**src/rtl/mem_arbiter4_if.sv**
```systemverilog
// Requester-side bus of mem_arbiter4: four packed request ports plus shared response.
// lock exists only when MEM_ARBITER4_LOCK_EN is defined.
`timescale 1ns/1ps
interface mem_arbiter4_if #(
   parameter int AW = 9,
   parameter int DW = 8
);
   logic [3:0]      req;
   logic [3:0]      we;
   logic [4*AW-1:0] addr;
   logic [4*DW-1:0] wdata;
   logic [3:0]      ack;
   logic [DW-1:0]   rdata;
   logic [1:0]      owner;
   logic            busy;
`ifdef MEM_ARBITER4_LOCK_EN
   logic [3:0]      lock;

   modport master (output req, we, addr, wdata, lock, input ack, rdata, owner, busy);
   modport slave  (input req, we, addr, wdata, lock, output ack, rdata, owner, busy);
`else
   modport master (output req, we, addr, wdata, input ack, rdata, owner, busy);
   modport slave  (input req, we, addr, wdata, output ack, rdata, owner, busy);
`endif
endinterface

```
**src/rtl/mem_arbiter4.sv**
```systemverilog
// mem_arbiter4: round-robin arbiter of four ports onto one synchronous RAM; ack 2 cycles after grant
// for writes, 3 for reads; requesters hold req stable until ack. MEM_ARBITER4_LOCK_EN adds per-port lock.
`timescale 1ns/1ps
module mem_arbiter4 #(
   parameter int AW = 9,
   parameter int DW = 8
) (
   input  logic          clk,
   input  logic          reset,
   mem_arbiter4_if.slave bus,
   output logic [AW-1:0] ram_addr,
   output logic [DW-1:0] ram_wdata,
   output logic          ram_we,
   input  logic [DW-1:0] ram_rdata
);
   localparam logic [2:0] S_IDLE    = 3'd0;
   localparam logic [2:0] S_WRITE   = 3'd1;
   localparam logic [2:0] S_RD_ADDR = 3'd2;
   localparam logic [2:0] S_RD_DATA = 3'd3;
   localparam logic [2:0] S_RESP    = 3'd4;

   logic [2:0]    state_q, state_d;
   logic [1:0]    last_q, last_d;
   logic [1:0]    owner_q, owner_d;
   logic          we_q, we_d;
   logic [AW-1:0] addr_q, addr_d;
   logic [DW-1:0] wdata_q, wdata_d;
   logic [DW-1:0] rdata_q, rdata_d;

   logic [3:0]    cand;
   logic          grant_vld;
   logic [1:0]    grant_idx;
   logic [1:0]    rr_idx;

`ifdef MEM_ARBITER4_LOCK_EN
   logic lock_q, lock_d;

   // While a lock is held only the owner may be granted; everyone else waits.
   assign cand = (lock_q && bus.lock[owner_q]) ? (bus.req & (4'b0001 << owner_q)) : bus.req;
`else
   assign cand = bus.req;
`endif

   always_comb begin
      grant_vld = 1'b0;
      grant_idx = last_q;
      rr_idx    = last_q;
      for (int i = 1; i <= 4; i++) begin
         rr_idx = last_q + 2'(i);
         if (!grant_vld && cand[rr_idx]) begin
            grant_vld = 1'b1;
            grant_idx = rr_idx;
         end
      end
   end

   always_comb begin
      state_d = state_q;
      last_d  = last_q;
      owner_d = owner_q;
      we_d    = we_q;
      addr_d  = addr_q;
      wdata_d = wdata_q;
      rdata_d = rdata_q;
`ifdef MEM_ARBITER4_LOCK_EN
      lock_d  = lock_q;
`endif
      case (state_q)
         S_IDLE: begin
`ifdef MEM_ARBITER4_LOCK_EN
            if (!bus.lock[owner_q]) lock_d = 1'b0;
`endif
            if (grant_vld) begin
               last_d  = grant_idx;
               owner_d = grant_idx;
               we_d    = bus.we[grant_idx];
               addr_d  = bus.addr[grant_idx*AW +: AW];
               wdata_d = bus.wdata[grant_idx*DW +: DW];
               state_d = bus.we[grant_idx] ? S_WRITE : S_RD_ADDR;
            end
         end
         S_WRITE:   state_d = S_RESP;
         S_RD_ADDR: state_d = S_RD_DATA;
         S_RD_DATA: begin
            rdata_d = ram_rdata;
            state_d = S_RESP;
         end
         S_RESP: begin
`ifdef MEM_ARBITER4_LOCK_EN
            lock_d  = bus.lock[owner_q];
`endif
            state_d = S_IDLE;
         end
         default:   state_d = S_IDLE;
      endcase
   end

   always_ff @(posedge clk) begin
      if (reset) begin
         state_q <= S_IDLE;
         last_q  <= 2'd3;
         owner_q <= 2'd0;
         we_q    <= 1'b0;
         addr_q  <= '0;
         wdata_q <= '0;
         rdata_q <= '0;
      end else begin
         state_q <= state_d;
         last_q  <= last_d;
         owner_q <= owner_d;
         we_q    <= we_d;
         addr_q  <= addr_d;
         wdata_q <= wdata_d;
         rdata_q <= rdata_d;
      end
   end

`ifdef MEM_ARBITER4_LOCK_EN
   always_ff @(posedge clk) begin
      if (reset) lock_q <= 1'b0;
      else       lock_q <= lock_d;
   end
`endif

   assign ram_we    = (state_q == S_WRITE) && we_q;
   assign ram_addr  = addr_q;
   assign ram_wdata = wdata_q;

   assign bus.ack   = (state_q == S_RESP) ? (4'b0001 << owner_q) : 4'b0000;
   assign bus.rdata = rdata_q;
   assign bus.owner = owner_q;
   assign bus.busy  = (state_q != S_IDLE);
endmodule

```
**src/flat_wrapper.sv**
```systemverilog
// flat-port wrapper written by rule: the top's interface ports become plain ports
module mem_arbiter4_flat 
#(
   parameter int AW = 9,
   parameter int DW = 8
)
  (clk, reset, ram_addr, ram_wdata, ram_we, ram_rdata, bus_req, bus_we, bus_addr, bus_wdata, bus_ack, bus_rdata, bus_owner, bus_busy);
  mem_arbiter4_if #(.AW(AW), .DW(DW)) bus_i ();
  input  logic clk;
  input  logic reset;
  output logic [AW-1:0] ram_addr;
  output logic [DW-1:0] ram_wdata;
  output logic ram_we;
  input  logic [DW-1:0] ram_rdata;
  input wire logic [$bits(bus_i.req)-1:0] bus_req;
  input wire logic [$bits(bus_i.we)-1:0] bus_we;
  input wire logic [$bits(bus_i.addr)-1:0] bus_addr;
  input wire logic [$bits(bus_i.wdata)-1:0] bus_wdata;
  output wire logic [$bits(bus_i.ack)-1:0] bus_ack;
  output wire logic [$bits(bus_i.rdata)-1:0] bus_rdata;
  output wire logic [$bits(bus_i.owner)-1:0] bus_owner;
  output wire logic [$bits(bus_i.busy)-1:0] bus_busy;
  assign bus_i.req = bus_req;
  assign bus_i.we = bus_we;
  assign bus_i.addr = bus_addr;
  assign bus_i.wdata = bus_wdata;
  assign bus_ack = bus_i.ack;
  assign bus_rdata = bus_i.rdata;
  assign bus_owner = bus_i.owner;
  assign bus_busy = bus_i.busy;
  mem_arbiter4 #(.AW(AW), .DW(DW)) u_core (.clk(clk), .reset(reset), .bus(bus_i), .ram_addr(ram_addr), .ram_wdata(ram_wdata), .ram_we(ram_we), .ram_rdata(ram_rdata));
endmodule
```
**config.mk**
```make
export PLATFORM = sky130hd
export DESIGN_NAME = mem_arbiter4_flat
export DESIGN_NICKNAME = d
export VERILOG_FILES = /design/src/rtl/mem_arbiter4_if.sv /design/src/rtl/mem_arbiter4.sv /design/src/flat_wrapper.sv
export SDC_FILE = /design/constraint.sdc
export NUM_CORES = 1
export LEC_CHECK = 0
export CAP_MARGIN = 20
export CORE_MARGIN = 2
export CORE_UTILIZATION = 39
export DETAILED_ROUTE_END_ITERATION = 8
export GPL_TIMING_DRIVEN = 0
export PLACE_DENSITY_LB_ADDON = 0.15
export SYNTH_ARGS = -nofsm -noshare
export SYNTH_HDL_FRONTEND = slang
export SYNTH_SLANG_ARGS = --single-unit
```
**constraint.sdc**
```tcl
create_clock -name clk -period 2.5 [get_ports clk]
set_clock_uncertainty 0.1 [all_clocks]
set_input_delay 0.25 -clock clk [delete_from_list [all_inputs] [get_ports clk]]
set_output_delay 0.25 -clock clk [all_outputs]
set_load 0.02 [all_outputs]
```
Word-level counts from Yosys, hierarchy flattened
Index checks and enable logic that the tools add are counted.
{"block": "classes", "addsub": 3, "shifts": 3, "reduce_logical": 11, "n_eq_ne": 5, "n_mux": 22, "order_cmp": 5, "mul": 1}
{"op": "$shiftx A36 B7 Y9", "n": 1}
{"op": "$shiftx A32 B6 Y8", "n": 1}
{"op": "$lt A2 B3 Y1 const B", "n": 5}
{"op": "$bmux W1 S2", "n": 5}
{"op": "$mux W2", "n": 5}
{"op": "$mux W1", "n": 9}
{"op": "$pmux W3 S3", "n": 1}
{"op": "$eq A3 B2 Y1 const B", "n": 2}
{"op": "$mul A2 B4 Y6 const B", "n": 1}
{"op": "$add A2 B2 Y2 const B", "n": 2}
{"op": "$logic_and A1 B1 Y1", "n": 4}
{"op": "$mux W4", "n": 1}
{"op": "$shl A1 B2 Y4 const A", "n": 1}
{"op": "$eq A3 B1 Y1 const B", "n": 1}
{"op": "$eq A3 B3 Y1 const B", "n": 1}
{"op": "$logic_not A1 Y1", "n": 3}
{"op": "$logic_not A3 Y1", "n": 1}
{"op": "$mux W3", "n": 1}
{"op": "$reduce_bool A3 Y1", "n": 1}
{"op": "$add A2 B1 Y2 const B", "n": 1}
{"op": "$ne A2 B1 Y1 const B", "n": 1}
{"op": "$reduce_and A2 Y1", "n": 1}
{"op": "$reduce_or A2 Y1", "n": 1}
{"block": "word_totals", "in_bits": 86, "elab_cells": 57, "register_bits": 33}

Depth between registers and ports, before layout
Gate-level depths: netlist (run 1).
{"block": "logic_depth", "ltp_word": 18, "ltp_mapped": 8}

Worst setup path before layout (run 1)
Ideal clock, no wire load.
{"block": "synth_path", "path_type": "register to register", "from": "reg u_core.state_q[0]", "to": "reg u_core.addr_q[7], in the netlist u_core.ram_addr[7]", "n_path_buf": 2, "setup_ns": 0.079, "period_less_slack_ns": 1.943, "path_stages_with_launch": 8, "arrival_time_ns": 1.765, "slack_ns": 0.557, "cell_sequence": "dfxtp_1 or3_4 or2_1 buf_6 a211oi_4 buf_6 a21bo_1 o211ai_1"}
{"block": "synth_between", "elab_chain_cells": 2}
{"item": "start: declaration", "line": "mem_arbiter4.sv:22", "source": "logic [2:0] state_q, state_d;"}
{"item": "start signal: assignment", "line": "mem_arbiter4.sv:108", "source": "state_q <= state_d;"}
{"item": "$logic_not A3 Y1", "line": "mem_arbiter4.sv:68", "source": "case (state_q)"}
{"item": "$reduce_and A2 Y1 (no source line)"}
{"item": "end signal: assignment", "line": "mem_arbiter4.sv:112", "source": "addr_q <= addr_d;"}
{"item": "end: declaration", "line": "mem_arbiter4.sv:26", "source": "logic [AW-1:0] addr_q, addr_d;"}
Every way passes these cells.
A chain may end at the register's enable or synchronous reset.

Worst setup path in the final report (run 1)
{"block": "layout_path", "from": "in bus_req[2]", "to": "reg u_core.wdata_q[1], in the netlist u_core.ram_wdata[1]"}
{"block": "layout_between", "elab_chain_cells": 13}
{"item": "start: declaration", "line": "flat_wrapper.sv:15", "source": "input wire logic [$bits(bus_i.req)-1:0] bus_req;"}
{"item": "$bmux W1 S2", "line": "mem_arbiter4.sv:50", "source": "if (!grant_vld && cand[rr_idx]) begin"}
{"item": "$mux W1 (implied by the code)", "line": "mem_arbiter4.sv:50"}
{"item": "$mux W1", "line": "mem_arbiter4.sv:50"}
{"item": "$logic_not A1 Y1", "line": "mem_arbiter4.sv:50"}
{"item": "$logic_and A1 B1 Y1", "line": "mem_arbiter4.sv:50"}
{"item": "$mux W1", "line": "mem_arbiter4.sv:50"}
{"item": "$logic_not A1 Y1", "line": "mem_arbiter4.sv:50"}
{"item": "$logic_and A1 B1 Y1", "line": "mem_arbiter4.sv:50"}
{"item": "$mux W1", "line": "mem_arbiter4.sv:50"}
{"item": "$logic_not A1 Y1", "line": "mem_arbiter4.sv:50"}
{"item": "$logic_and A1 B1 Y1", "line": "mem_arbiter4.sv:50"}
{"item": "$mux W2 / $mux W1 (equally long branches)", "line": "mem_arbiter4.sv:50"}
{"item": "$shiftx A32 B6 Y8 / $reduce_and A2 Y1 (equally long branches)"}
{"item": "end signal: assignment", "line": "mem_arbiter4.sv:113", "source": "wdata_q <= wdata_d;"}
{"item": "end: declaration", "line": "mem_arbiter4.sv:27", "source": "logic [DW-1:0] wdata_q, wdata_d;"}
Several ways; a longest one is shown, not always the timed one. The select of a mux whose other input is x is not followed.

==> results.cfg, run 1 <==
[global_routing]
antenna_found_initial = 0
track_usage_pct = 22.7
grt_overflow = 0
grt_pass1_vias = 2221
grt_max_degree = 13
grt_first_pass_wirelength_mm = 10.9

[cts]
path_clk_slew_ns = 0.08
post_cts_buffers = 0
cts_htree_levels = 2
cts_buffer_depth = 2
clk_latency_ns = 0.28
tritoncts = built
cts_sinks = 33
root_buffer = clkbuf_8
cts_buffers = 5

[worst_hold_path]
hold_start = reset
hp-class = primary input to register
hold_path_depth = 2
min_to = u_core.last_q[0]

[logic_synthesis]
synth_fp_nets = 330
synth_edf_count = 0
yosys_register_bits = 33
ys_types = 42
syn-cell-area_um2 = 2100
synth_seq_area_share_pct = 31.5
syn_inst = 244
synth_warnings = 0
async_flop_share_pct = 0
avgSynthCellArea_um2 = 8.60
synth_top_flop_cell = dfxtp_1

[detailed_routing]
dr.pass1.iters = 4
via_per_inst = 5.32
drt-initial-drc-count = 147
routed-via-count = 2328
drc = 0
final_antenna_net_count = 0
wirelength_mm = 6.69
wl_per_cell_um = 15.3

[worst_setup_path]
cp_max_fo = 10
rr_worst_depth = 8
max_stage_delay_ns = 0.52
worst-path-buf-inv = 2
worst_path_dominant_cell_family = simple AND/OR/NAND/NOR gates
reg2reg_to = u_core.ram_wdata[3]
crit_path_start_kind = primary input
crit_arrival_ns = 2.38
crit_path_top_delay_cell = clkdlybuf4s50_1
reg2reg_slack_ns = 0.28
cp-end-kind = register
crit_type = primary input to register
rr_startpoint = u_core.last_q[1]
critical_path_required_ns = 2.61
crit_chain = clkdlybuf4s50_1 -> nor4_1 -> nor2_1 -> nor2_2 -> clkbuf_2 -> nand2_1 -> o211ai_1

[power_and_ir_drop]
leakagePower_nw = 1.35
power_density_nw_per_um2 = 934
irDropWorstVdd_uv = 551
p_clk_share_pct = 12.8
swShare_pct = 42.0
intPower_mw = 1.86
p_switching_mw = 1.35
seqPwrFrac_pct = 27.6
combPwrFrac_pct = 59.6

[timing]
fmax_mhz = 440
rsz0062_at_grt = no
final_hold_viol_count = 0
drv_slew = 0
tightest_slew_ns = 0.569
setup_ws_ns = 0.227
maxSlewHeadroom_pct = 62.1
fin_crit_sh_pct = 90.9
setup_violations = 0
fin_crit_ns = 2.27

[die]
die_w_um = 77.4
die_h_um = 77.4
core-area_um2 = 5140
design.die.area_um2 = 5990
start_util_pct = 40.8
rows = 26
pin_count = 119

[final_layout]
syn_to_final_growth_pct = 64.0
antenna_cells = 0
nets = 453
drive_above_1_share_pct = 8.97
finalNonFillerCells = 438

[place]
place_ws_ns = -0.364
dpl.cell_count = 430
dp_hpwl_mm = 5.00
port_buffers = 116
gp_congestion = 0.779

[status]
outcome = finished, final reports clean

[flow_run]
maxCapViolations = 0
## layer usage
layer	GRT usage (%)	share of wire [%]	vias to the layer above
met4	6.61	1.5	0
met3	5.93	5.3	8
met5	0	0	-
li1	-	-	1166
met2	36.1	46	83
met1	30.3	47	1071
## cell type report
cell class | count | area, µm²
tap | 70 | 87.6
multi-input combinational | 187 | 1320
clock buffer | 5 | 68.8
fill | 463 | 1700
timing repair buffer | 116 | 1160
sequential | 33 | 661
buffer | 20 | 111
inverter | 4 | 15.0
clock inverter | 3 | 22.5
## layout by cell type (no fill, tap or decap), types with 2 or more instances in the layout
cell and n:
clkbuf_1 10, buf_6 3, buf_4 2, nor2_1 18, nor4_1 2, nand2b_1 5
nand3b_1 3, nand2_1 24, a21bo_1 10, nor2_2 2, a21o_1 2, clkinvlp_4 3
mux2i_1 25, nor3_1 8, a32oi_1 3, nor2b_1 2, dfxtp_1 33, a21oi_2 2
buf_2 4, nand4_1 17, a211oi_1 3, nand3_1 2, a21bo_2 7, o31ai_1 17
clkdlybuf4s50_1 116, a21oi_1 2, clkbuf_8 5, inv_1 4, o211ai_1 17
## worst register-to-register path, delay by kind of cell (launching register included)
family | cells | cell delay [ns]
buffers and inverters | 3 | 0.63
AO/OA/AOI/OAI | 2 | 0.56
flip-flops | 1 | 0.34
AND/OR/NAND/NOR | 2 | 0.26
multiplexers | 1 | 0.22
## power groups by stage
stage	Clock, mW	Sequential (mW)	Combinational [mW]
finish	0.412	0.889	1.92
global route	0.445	0.923	2.06
CTS	0.421	0.889	1.91
detailed placement	0	0.897	1.90
global placement	0	0.892	1.88
floorplan	0	1.09	0.973
## what timing repair did
action / in CTS / in global routing
gates resized for setup: 1 / 2
hold buffers: 0 / 0
pin swaps: 0 / 0
hold endpoints to repair: 0 / 0
endpoints found under the setup margin: 4 / 10
## Yosys cell counts, drive strengths merged, types with 2 or more instances
master	count	area share, %
a211oi	4	2.0
a21bo	17	8.1
a21o	2	0.71
a21oi	4	1.3
a32oi	3	1.3
buf	9	3.3
clkbuf	11	2.0
dfxtp	33	31
inv	4	0.71
mux2i	25	12
nand2	24	4.3
nand2b	5	1.5
nand3	3	0.95
nand3b	3	1.1
nand4	17	5.1
nor2	20	3.7
nor2b	2	0.60
nor3	8	1.9
nor4	2	0.60
o211ai	17	6.1
o21ai	2	0.66
o31ai	17	6.1
## metrics by stage
stage               hold WS (ns)  util [%]  setup TNS [ns]  cell area [µm²]  power [mW]
global route               0.398      67.0               0             3440        3.43
floorplan                  0.294         -               0             2100        2.07
CTS                        0.366      67.0               0             3440        3.22
finish                     0.363      67.0               0             3440        3.22
global placement           0.351      65.1           -3.80             3350        2.78
detailed placement         0.360      65.1           -3.35             3350        2.80
## logic make-up after synthesis
family	after synthesis	synth area share (%)
simple gates	89	21.8
compound gates	73	28.9
flops	33	31.5
mux	25	11.9
buf+inv	24	5.96
## how the worst max path moves through the flow
stage | from | end | slack, ns | cells after the start
floorplan | u_core.state_q[0] | u_core.ram_addr[7] | 0.56 | 7
global placement | bus_req[2] | u_core.ram_wdata[1] | -0.38 | 7
detailed placement | bus_req[2] | u_core.ram_wdata[1] | -0.36 | 7
CTS | bus_req[2] | u_core.ram_wdata[1] | 0.14 | 7
global route | bus_req[2] | u_core.ram_wdata[2] | 0.06 | 7
finish | bus_req[2] | u_core.ram_wdata[1] | 0.23 | 7
## sequential cells by signal, summed over array words and instances (netlist names)
name and flops:
u_core.bus.owner 2, u_core.ram_wdata 8, u_core.state_q 3, u_core.bus.rdata 8, u_core.ram_addr 9, u_core.we_q 1, u_core.last_q 2
Note: power is estimated with default switching activity, not from simulation.
==> inputs of run 2 (changes only) <==
--- a/config.mk
+++ b/config.mk
@@ -5,12 +5,12 @@
 export SDC_FILE = /design/constraint.sdc
 export NUM_CORES = 1
 export LEC_CHECK = 0
-export CAP_MARGIN = 20
-export CORE_MARGIN = 2
+export CAP_MARGIN = 25
 export CORE_UTILIZATION = 39
 export DETAILED_ROUTE_END_ITERATION = 8
 export GPL_TIMING_DRIVEN = 0
 export PLACE_DENSITY_LB_ADDON = 0.15
+export RECOVER_POWER = 50
 export SYNTH_ARGS = -nofsm -noshare
 export SYNTH_HDL_FRONTEND = slang
 export SYNTH_SLANG_ARGS = --single-unit
==> results.cfg, run 2 (synthesized netlist as in run 1, its figures left out) <==
[power_and_ir_drop]
power_density_nw_per_um2 = 915
leakagePower_nw = 1.43
irDropWorstVdd_uv = 853

[final_layout]
nets = 453
antenna_cells = 0
syn_to_final_growth_pct = 63.8
final_common_cell = clkdlybuf4s50_1
drive_above_1_share_pct = 8.97
fillCellCount = 474
final_cell_mix = clkdlybuf4s50_1 (91), dfxtp_1 (33), mux2i_1 (25), dlygate4sd3_1 (25), nand2_1 (24)
largest_register_ffs = 9
finalNonFillerCells = 438

[status]
outcome = finished, final reports clean

[cts]
cts_htree_levels = 2
holdBufCountCts = 0
cts_buffers = 5
root_buffer = clkbuf_8
path_clk_slew_ns = 0.08
tritoncts = built
cts_buffer_depth = 2
cts_sinks = 33
clk_latency_ns = 0.28

[die]
rows = 26
design.die.area_um2 = 5680
core-area_um2 = 5140
die_h_um = 75.4
start_util_pct = 40.8
die_w_um = 75.4
pin_count = 119

[global_routing]
grt_max_degree = 12
grt_overflow = 0
grt_first_pass_wirelength_mm = 10.1
track_usage_pct = 23.3
antenna_found_initial = 0
grt_pass1_vias = 2148

[worst_setup_path]
reg2reg_slack_ns = 0.27
cp-end-kind = register
crit_path_top_delay_cell = clkdlybuf4s50_1
cp_max_fo = 10
crit_chain = clkdlybuf4s50_1 -> nand2_1 -> a21oi_2 -> clkbuf_1 -> o31ai_1 -> a21bo_1 -> o211ai_1
crit_path_start_kind = primary input
crit_arrival_ns = 2.39
crit_type = primary input to register
max_stage_delay_ns = 0.60
critical_path_required_ns = 2.60

[timing]
final_hold_viol_count = 0
whs_ns = 0.346
maxSlewHeadroom_pct = 62.7
fin_crit_sh_pct = 91.5
drv_slew = 0
setup_tns_ns = 0
setup_ws_ns = 0.213
tightest_slew_ns = 0.559
fmax_mhz = 437
setup_violations = 0
rsz0062_at_grt = no
fin_crit_ns = 2.29

[worst_hold_path]
hp-class = primary input to register

[detailed_routing]
final_antenna_net_count = 0
wirelength_mm = 6.71
via_per_inst = 5.36
drt-initial-drc-count = 171
wl_per_cell_um = 15.3
drc = 0
dr.pass1.iters = 4
routed-via-count = 2348

[place]
dpl.cell_count = 430
place_ws_ns = -0.393
dp_hpwl_mm = 4.97
port_buffers = 116
gp_congestion = 0.803

[flow_run]
maxCapViolations = 0
-- run 2: per-layer routing --
metal  share of wire, %  up-vias  track usage (%)
met3                6.3        2             3.70
met4               0.33        0             4.94
met2                 47       76             39.5
met1                 46     1100             31.4
met5                  0        -                0
li1                   -     1170                -
-- run 2: through the flow --
stage	area [µm²]	power (mW)	util (%)
CTS	3440	3.22	66.9
floorplan	2100	2.07	-
global placement	3350	2.77	65.1
global route	3440	3.37	66.9
finish	3440	3.15	66.9
detailed placement	3350	2.81	65.1
-- run 2: what timing repair did --
| item | 4_1_cts | 5_1_grt |
|---|---|---|
| setup endpoints to repair | 10 | 10 |
| setup buffers | 0 | 0 |
| resized for setup | 1 | 2 |
| cloned | 0 | 0 |
-- run 2: power by group --
part           internal, mW  switching (mW)  total (mW)
registers             0.743           0.138       0.881
clock network         0.192           0.213       0.405
logic                 0.870           0.990        1.86
-- run 2: worst paths after layout --
path / start / end / cells past startpoint
worst max-delay path: bus_req[3] / u_core.ram_wdata[6] / 7
worst min-delay path: reset / u_core.last_q[0] / 2
worst max register to register: u_core.last_q[1] / u_core.ram_wdata[6] / 7
worst min register to register: u_core.ram_addr[1] / u_core.ram_addr[1] / 2
-- run 2: cell type report --
class,instances,area [µm²],area share (%)
timing repair buffer,116,1160,33.8
multi-input combinational,187,1320,38.3
clock inverter,3,17.5,0.509
clock buffer,5,68.8,2.00
tap,70,87.6,2.55
buffer,20,111,3.24
inverter,4,15.0,0.437
sequential,33,661,19.2
-- run 2: critical path, delay by kind of cell --
kind / cells / cell delay (ns)
simple gates: 1 / 0.19
compound gates: 4 / 0.90
buf+inv: 2 / 1.05
